`src/rtl/load_store_unit.sv`:
```
// Load/store unit: runs one data-memory transaction over a req/ack bus per accepted
// load/store, with legality check, lane steering, sign extension and bus timeout.
module load_store_unit #(
    parameter int TIMEOUT = 16
) (
    input  logic        clk,
    input  logic        rst,
    input  logic        ex_valid,
    input  logic [6:0]  opcode,
    input  logic [2:0]  funct3,
    input  logic [31:0] read_address,
    input  logic [31:0] write_address,
    input  logic [31:0] store_data,
    input  logic [4:0]  rd_in,
    input  logic [31:0] mem_rdata,
    input  logic        mem_ack,
    output logic [31:0] mem_addr,
    output logic [31:0] mem_wdata,
    output logic [3:0]  mem_byte_en,
    output logic        mem_read,
    output logic        mem_write,
    output logic [31:0] reg_write,
    output logic [4:0]  rd,
    output logic        writeEnable,
    output logic        done,
    output logic        fault,
    output logic        busy
);

    localparam logic [6:0] OP_LOAD  = 7'b0000011;
    localparam logic [6:0] OP_STORE = 7'b0100011;
    localparam int CNT_W = $clog2(TIMEOUT);
    localparam logic [CNT_W-1:0] CNT_LAST = CNT_W'(TIMEOUT - 1);

    typedef enum logic [1:0] {IDLE, REQ, DONE, FAULT} state_t;

    state_t           state;
    logic [CNT_W-1:0] cnt;
    logic [1:0]       lane_q;
    logic [2:0]       funct3_q;
    logic [4:0]       rd_q;
    logic             load_q;

    logic        is_load;
    logic        is_store;
    logic        accept;
    logic [31:0] acc_addr;

    assign is_load  = (opcode == OP_LOAD);
    assign is_store = (opcode == OP_STORE);
    assign accept   = ex_valid && (is_load || is_store);
    assign acc_addr = is_load ? read_address : write_address;
    assign busy     = (state != IDLE);

    function automatic logic access_legal(input logic load, input logic [2:0] f3,
                                          input logic [1:0] lane);
        logic ok;
        case (f3)
            3'b000:  ok = 1'b1;
            3'b001:  ok = ~lane[0];
            3'b010:  ok = (lane == 2'b00);
            3'b100:  ok = load;
            3'b101:  ok = load & ~lane[0];
            default: ok = 1'b0;
        endcase
        return ok;
    endfunction

    function automatic logic [3:0] byte_enable(input logic [2:0] f3, input logic [1:0] lane);
        logic [3:0] be;
        case (f3[1:0])
            2'b00:   be = 4'b0001 << lane;
            2'b01:   be = 4'b0011 << lane;
            default: be = 4'b1111;
        endcase
        return be;
    endfunction

    function automatic logic [31:0] store_lanes(input logic [2:0] f3, input logic [31:0] d);
        logic [31:0] w;
        case (f3[1:0])
            2'b00:   w = {4{d[7:0]}};
            2'b01:   w = {2{d[15:0]}};
            default: w = d;
        endcase
        return w;
    endfunction

    // Shift the addressed lane down to bit 0, then extend according to size/sign.
    function automatic logic [31:0] extend_load(input logic [2:0] f3, input logic [1:0] lane,
                                                input logic [31:0] data);
        logic [31:0] sh;
        logic [31:0] r;
        sh = data >> {lane, 3'b000};
        case (f3)
            3'b000:  r = {{24{sh[7]}}, sh[7:0]};
            3'b001:  r = {{16{sh[15]}}, sh[15:0]};
            3'b100:  r = {24'd0, sh[7:0]};
            3'b101:  r = {16'd0, sh[15:0]};
            default: r = data;
        endcase
        return r;
    endfunction

    always_ff @(posedge clk or negedge rst) begin
        if (!rst) begin
            state       <= IDLE;
            cnt         <= '0;
            lane_q      <= '0;
            funct3_q    <= '0;
            rd_q        <= '0;
            load_q      <= 1'b0;
            mem_addr    <= '0;
            mem_wdata   <= '0;
            mem_byte_en <= '0;
            mem_read    <= 1'b0;
            mem_write   <= 1'b0;
            reg_write   <= '0;
            rd          <= '0;
            writeEnable <= 1'b0;
            done        <= 1'b0;
            fault       <= 1'b0;
        end else begin
            done        <= 1'b0;
            fault       <= 1'b0;
            writeEnable <= 1'b0;
            case (state)
                IDLE: begin
                    if (accept) begin
                        lane_q   <= acc_addr[1:0];
                        funct3_q <= funct3;
                        rd_q     <= rd_in;
                        load_q   <= is_load;
                        cnt      <= '0;
                        if (access_legal(is_load, funct3, acc_addr[1:0])) begin
                            state       <= REQ;
                            mem_addr    <= {acc_addr[31:2], 2'b00};
                            mem_byte_en <= byte_enable(funct3, acc_addr[1:0]);
                            mem_wdata   <= store_lanes(funct3, store_data);
                            mem_read    <= is_load;
                            mem_write   <= is_store;
                        end else begin
                            state <= FAULT;
                            fault <= 1'b1;
                        end
                    end
                end
                REQ: begin
                    // An ack on the final timeout edge still completes the access.
                    if (mem_ack) begin
                        state     <= DONE;
                        mem_read  <= 1'b0;
                        mem_write <= 1'b0;
                        done      <= 1'b1;
                        if (load_q) begin
                            reg_write   <= extend_load(funct3_q, lane_q, mem_rdata);
                            rd          <= rd_q;
                            writeEnable <= (rd_q != 5'd0);
                        end
                    end else if (cnt == CNT_LAST) begin
                        state     <= FAULT;
                        fault     <= 1'b1;
                        mem_read  <= 1'b0;
                        mem_write <= 1'b0;
                    end else begin
                        cnt <= cnt + 1'b1;
                    end
                end
                DONE:    state <= IDLE;
                FAULT:   state <= IDLE;
                default: state <= IDLE;
            endcase
        end
    end

endmodule

```
`config.mk`:
```
export PLATFORM = sky130hd
export DESIGN_NAME = load_store_unit
export DESIGN_NICKNAME = d
export VERILOG_FILES = /design/src/rtl/load_store_unit.sv
export SDC_FILE = /design/constraint.sdc
export NUM_CORES = 1
export LEC_CHECK = 0
export BUFFER_PORTS_ARGS = -buffer_cell sky130_fd_sc_hd__buf_2
export CORE_AREA = 2 2 115 117
export CTS_BUF_LIST = sky130_fd_sc_hd__clkbuf_8
export CTS_CLUSTER_DIAMETER = 40
export DETAILED_ROUTE_END_ITERATION = 8
export DIE_AREA = 0 0 117 119
export PLACE_DENSITY = 0.81
export SLEW_MARGIN = 20
export SYNTH_ARGS = -nofsm -noshare
export SYNTH_HDL_FRONTEND = slang
export SYNTH_SLANG_ARGS = --single-unit
```
`constraint.sdc`:
```
create_clock -name clk -period 2.6 [get_ports clk]
set_clock_uncertainty 0.15 [all_clocks]
set_input_delay 0.52 -clock clk [delete_from_list [all_inputs] [get_ports clk]]
set_output_delay 0.52 -clock clk [all_outputs]
set_load 0.005 [all_outputs]
```
======== Word level (Yosys, flattened, before mapping) ========
Index checks and enable logic that the tools add are counted.
operators by class
  $add $sub $neg .......................... 1
  multipliers ............................. 0
  divide/modulo/power cells ............... 0
  magnitude comparators ................... 0
  equal/unequal tests ..................... 19
  shifts and indexed selects .............. 3
  mux-type cells .......................... 34
  bitwise operators ....................... 2
  reductions and logical operators ........ 17
operators with widths
  operator                                                               number
  32-bit one-hot mux with 4 select lines                                 1
  32-bit one-hot mux with 2 select lines                                 1
  32-bit 2-to-1 mux                                                      1
  32-bit by 5-bit >> shifter with 16-bit output                          1
  1-bit 2-to-1 mux                                                       17
  4-bit one-hot mux with 2 select lines                                  2
  3-bit equality test, second input constant                             4
  4-bit 2-to-1 mux                                                       3
  2-bit 2-to-1 mux                                                       4
  2-bit != test, second input constant                                   4
  4-bit AND reduction                                                    2
  7-bit by 2-bit equality test with 1-bit output, second input constant  1
  7-bit by 6-bit equality test with 1-bit output, second input constant  1
  3-bit by 1-bit equality test with 1-bit output, second input constant  2
  2-bit zero test                                                        3
  3-bit zero test                                                        2
  1-bit one-hot mux with 2 select lines                                  3
  2-bit one-hot mux with 3 select lines                                  1
  3-bit AND reduction                                                    2
  1-bit one-hot mux with 5 select lines                                  1
  5-bit nonzero test                                                     1
  4-bit by 1-bit adder with 4-bit output, second input constant          1
  2-bit by 1-bit equality test with 1-bit output, second input constant  2
  2-bit equality test, second input constant                             2
  other kinds (12)                                                       14
storage, ports and cells
  register bits after elaboration ......... 125
  bits in latches ......................... 0
  memory bits (writable) .................. 0
  ROM bits ................................ 0
  output and inout port bits .............. 111
  logic and storage cells ................. 92
  memories ................................ 0

======== Depth between registers and ports, before layout ========
  word-level depth ........................ 10
  mapped depth ............................ 9

======== Worst setup path after synthesis ========
No wires, ideal clock.
  path kind ............................... input -> register
  start point ............................. input opcode[2]
  end point ............................... register mem_addr[20]
  arrival ................................. 1.977 ns
  setup slack ............................. 0.348 ns
  cell stages on the path ................. 9
  buffers on the path ..................... 4
  cells stage by stage .................... and4bb_4 > and2_1 > buf_6 > o211ai_4 > nand2b_2 > buf_6 > buf_6 > buf_6 > mux2_4
between the ends
  cells in the longest elaborated chain, start to end .. 8
  elaborated cells between the ends (all ways) .. 12
  classes of those cells .................. 2 x eq/ne; 4 x mux; 2 x bitwise; 4 x reduce/logical
ends and longest elaborated chain
  what                                            line    text
  start: declaration                              9       input logic [6:0] opcode,
  7-bit by 2-bit equality test with 1-bit output  49      assign is_load = (opcode == OP_LOAD);
  32-bit 2-to-1 mux                               52      assign acc_addr = is_load ? read_address : write_address;
  1-bit NOT                                       60, 63
  1-bit bitwise AND                               63      3'b101: ok = load & ~lane[0];
  1-bit one-hot mux with 5 select lines           58      case (f3)
  1-bit 2-to-1 mux                                129     if (accept) begin
  1-bit 2-to-1 mux                                127     case (state)
  3-bit AND reduction (no line)                   --
  end signal: assignment                          137     mem_addr <= {acc_addr[31:2], 2'b00};
  end: declaration                                17      output logic [31:0] mem_addr,
Several ways; a longest one is shown, not always the timed one. The select of a mux whose other input is x is not followed.
A chain may end at the register's enable or synchronous reset.

======== Worst setup path in the final report ========
  start point ............................. register lane_q[0]
  end point ............................... register reg_write[21]
between the ends
  cells in the longest elaborated chain, start to end .. 2
ends and longest elaborated chain
  what                                           line  text
  start: declaration                             39    logic [1:0] lane_q;
  start signal: assignment                       130   lane_q <= acc_addr[1:0];
  32-bit by 5-bit >> shifter with 16-bit output  94    sh = data >> {lane, 3'b000};
  32-bit one-hot mux with 4 select lines         95    case (f3)
  end signal: assignment                         156   reg_write <= extend_load(funct3_q, lane_q, mem_rdata);
  end: declaration                               22    output logic [31:0] reg_write,
Every way passes these cells.

==> flow_summary.toml <==
[run_status]
run_status = "completed"

[timing]
period_share = 0.7637
report.final.hold_viol_count = 0
worst_pin_slew_ns = 0.5742
max_clock_freq_mhz = 503.6
grt_setup_unrepaired = "no"
final.setup.worst_slack_ns = 0.6144
setup_violations = 0
finalSetupTns_ns = 0
worst_slew_margin_rel = 0.6172
min_period_ns = 1.986
timing.final.max_slew_violations = 0

[clock_tree]
tritoncts = "done"
cts.reportedPaths.clkPinSlew_ns = 0.08
root_buffer = "clkbuf_8"
clock_latency_on_the_worst_skew_pair_ns = 0.45
cts.repair.resized = 0
post_cts_repair_setup_buffers = 0
cts.hold.buffers_added = 1
cts_buffers = 17
clkSinkCount = 125
cts_max_path_buffers = 2
ctsHtreeMaxLevel = 4

[detailed_routing]
drt_iter0_markers = 415
drt-wirelength-per-cell_um = 16.10
post_drt_via_cell_ratio = 5.261
routed-via-count = 5545
firstDrtPassIters = 5
antenna_left = 0
totalWireLength_um = 16970
detail_route.drc_violations = 0

[grt]
grt_residual_overflow = 0
grt_antenna_before_repair = 0
grt_first_pass_wirelength_um = 26660
grt_max_degree = 56
globalRouteTotalUtil = 0.2493
number_of_global_route_vias_before_repair = 5304

[power]
power.share.clock = 0.303
powerDensity_nw_per_um2 = 687.3
seq_power_share = 0.456
vdd_drop_max_uv = 367.9
power.switching_mw = 1.690
power.static_leakage_nw = 4.525
switching_share = 0.3030
pwr-share-comb = 0.241
internal_power_mw = 3.888

[finish]
num-fill-cells = 1090
inserted_diodes = 0
area.sequential_um2 = 3128
multi_input_area_um2 = 2855
ratio_of_cells_with_drive_above_1_in_the_final_layout = 0.4556
finalNetCount = 1013
area_delta_synth_final_pct = 31.05

[synthesis]
synth-main-ff-cell = "dfrtp_1"
post_synthesis_area_per_instance_um2 = 10.19
post_synth_main_area_contributors = "dfrtp_1 (51%), mux2_2 (13%), nand2_1 (9.5%), mux2_4 (4.1%), mux2i_1 (3.2%)"
asyncSetResetFlopFracSynth = 1.000
number_of_cells_produced_by_synthesis = 608
synthesis.yosys.warnings = 0
post_synth_xor_xnor_area = 0.002828
yosys.area.top_type = "dfrtp_1"
synth_simple_gate_area_share = 0.1584
synth_adder_area_share = 0.002020
synth_edf_count = 0
yosys-mux-area-fraction = 0.2081
netlist-cell-type-count = 46
netlist_top_cells_count = "nand2_1 (157), dfrtp_1 (125), mux2_2 (72)"
synthesis.area_um2 = 6193
largest_family_of_logic_cells_by_synthesized_area = "multiplexers"
synth-seq-area-share = 0.5051
most_frequent_cell_after_synthesis = "nand2_1"
ys_seq_elements = 125
synth_compound_gate_area_share = 0.08768
synth_largest_type_area_fraction = 0.5051

[job]
cap_violations = 0

[setup_path]
arrival_time_at_the_worst_endpoint_ns = 2.15
startpoint_type = "register"
timing.critical_path.to_type = "register"
regToRegStartpoint = "lane_q[0]"
crit_path_start = "lane_q[0]"
critPathMaxFanout = 18
number_of_buffers_and_inverters_on_the_critical_path = 2
critical-path-max-stage-delay_ns = 0.41
critical_path.most_common_cell = "buf_4"
cp.required_ns = 2.76
timing.setup.critical_path_class = "reg -> reg"
r2r.worst_path.cells = 7
critical-path-slowest-cell = "dfrtp_1"
worst-path-stages = 7
critical_path.cell_chain = "buf_4 -> mux2i_1 -> o21ai_0 -> mux2_2 -> a21oi_2 -> buf_4 -> a21oi_1"
worst_path_dominant_cell_family = "multiplexers"

[floorplan]
design.portCount = 258
coreArea_um2 = 12870
row_count = 42
die-area_um2 = 13920
dieHeight_um = 119
chipWidth_um = 117
start_util = 0.4810

[placed_design]
gpl.final_weighted_congestion = 0.8426
dpl.hpwl_um = 12650
placement.setup.worst_slack_ns = 0.2406
place.port_buffers = 255

[min_path]
hold_path_depth = 2
worst_hold_startpoint = "opcode[5]"
hp-class = "in -> reg"
[power by group through the flow]
stage / Clock [mW] / Sequential (mW) / Combinational, mW
4_1_cts: 1.73 / 2.54 / 1.35
6_report: 1.69 / 2.54 / 1.34
3_3_place_gp: 0 / 2.56 / 1.30
2_1_floorplan: 0 / 2.56 / 0.677
3_5_place_dp: 0 / 2.57 / 1.35
5_1_grt: 1.82 / 2.59 / 1.52
[per-layer routing]
metal | wire length, um | track usage
met1 | 6796 | 0.3051
met2 | 8517 | 0.4176
met3 | 1326 | 0.07583
met4 | 328 | 0.08235
met5 | 0 | 0
[layout make-up]
type | count | area share
flip-flops and latches | 125 | 0.3854
well taps | 176 | 0.02713
multi-input cells | 440 | 0.3518
clock inverters | 12 | 0.01495
inverters | 6 | 0.002775
repair buffers | 275 | 0.1841
clock buffers | 20 | 0.03391
[worst reg2reg max path, cell delays in order, from the launching register on]
cell,delay [ns]
dfrtp_1,0.41
buf_4,0.23
mux2i_1,0.19
o21ai_0,0.11
mux2_2,0.29
a21oi_2,0.13
buf_4,0.23
a21oi_1,0.11
[flip-flops by register name, summed over array words and instances, names as in the netlist]
register / flops
state: 2
rd_q: 5
mem_byte_en: 4
mem_wdata: 32
done: 1
cnt: 4
mem_addr: 30
reg_write: 32
rd: 5
load_q: 1
mem_read: 1
fault: 1
mem_write: 1
writeEnable: 1
lane_q: 2
funct3_q: 3
[metrics by stage]
step / power [mW] / instance area, um2 / hold WS (ns) / std cells / utilization
finish: 5.578 / 8117 / 0.1502 / 1054 / 0.6304
global route: 5.931 / 8117 / 0.1352 / 1054 / 0.6304
CTS: 5.620 / 8117 / 0.1222 / 1054 / 0.6304
detailed placement: 3.923 / 7710 / 0.3123 / 1021 / 0.5988
global placement: 3.867 / 7710 / 0.3103 / 1021 / 0.5988
floorplan: 3.234 / 6197 / 0.07441 / 609 / -
[cells by family after synthesis]
family | after synthesis
AOI/OAI and AO/OA | 92
adders and majority gates | 1
other | 1
and+or+nand+nor | 233
xor gates and xnor gates | 2
DFF | 125
buffers and inverters | 44
muxes | 110
[worst paths after layout]
| check | slack, ns | to |
|---|---|---|
| max | 0.61 | reg_write[21] |
| min | 0.15 | mem_read |
| max reg2reg | 0.61 | reg_write[21] |
| min reg2reg | 0.33 | reg_write[2] |
| max in group asynchronous | 1.23 | mem_addr[20] |
| min in group asynchronous | 0.44 | mem_wdata[7] |
[cell usage in the layout (no fill, tap or decap), types with 4 or more instances in the layout]
master / n
mux2i_1: 20
o22ai_1: 7
o21ai_0: 31
and2_1: 4
nand3_1: 4
clkbuf_8: 20
nand3b_1: 4
nor2_1: 42
nand2_1: 157
a22oi_1: 7
mux2_4: 17
clkinv_2: 4
buf_12: 5
nor3b_1: 4
buf_2: 254
inv_1: 8
mux2_2: 72
dfrtp_1: 125
buf_4: 15
a21oi_1: 33
Power figures use the tool's default switching activity.
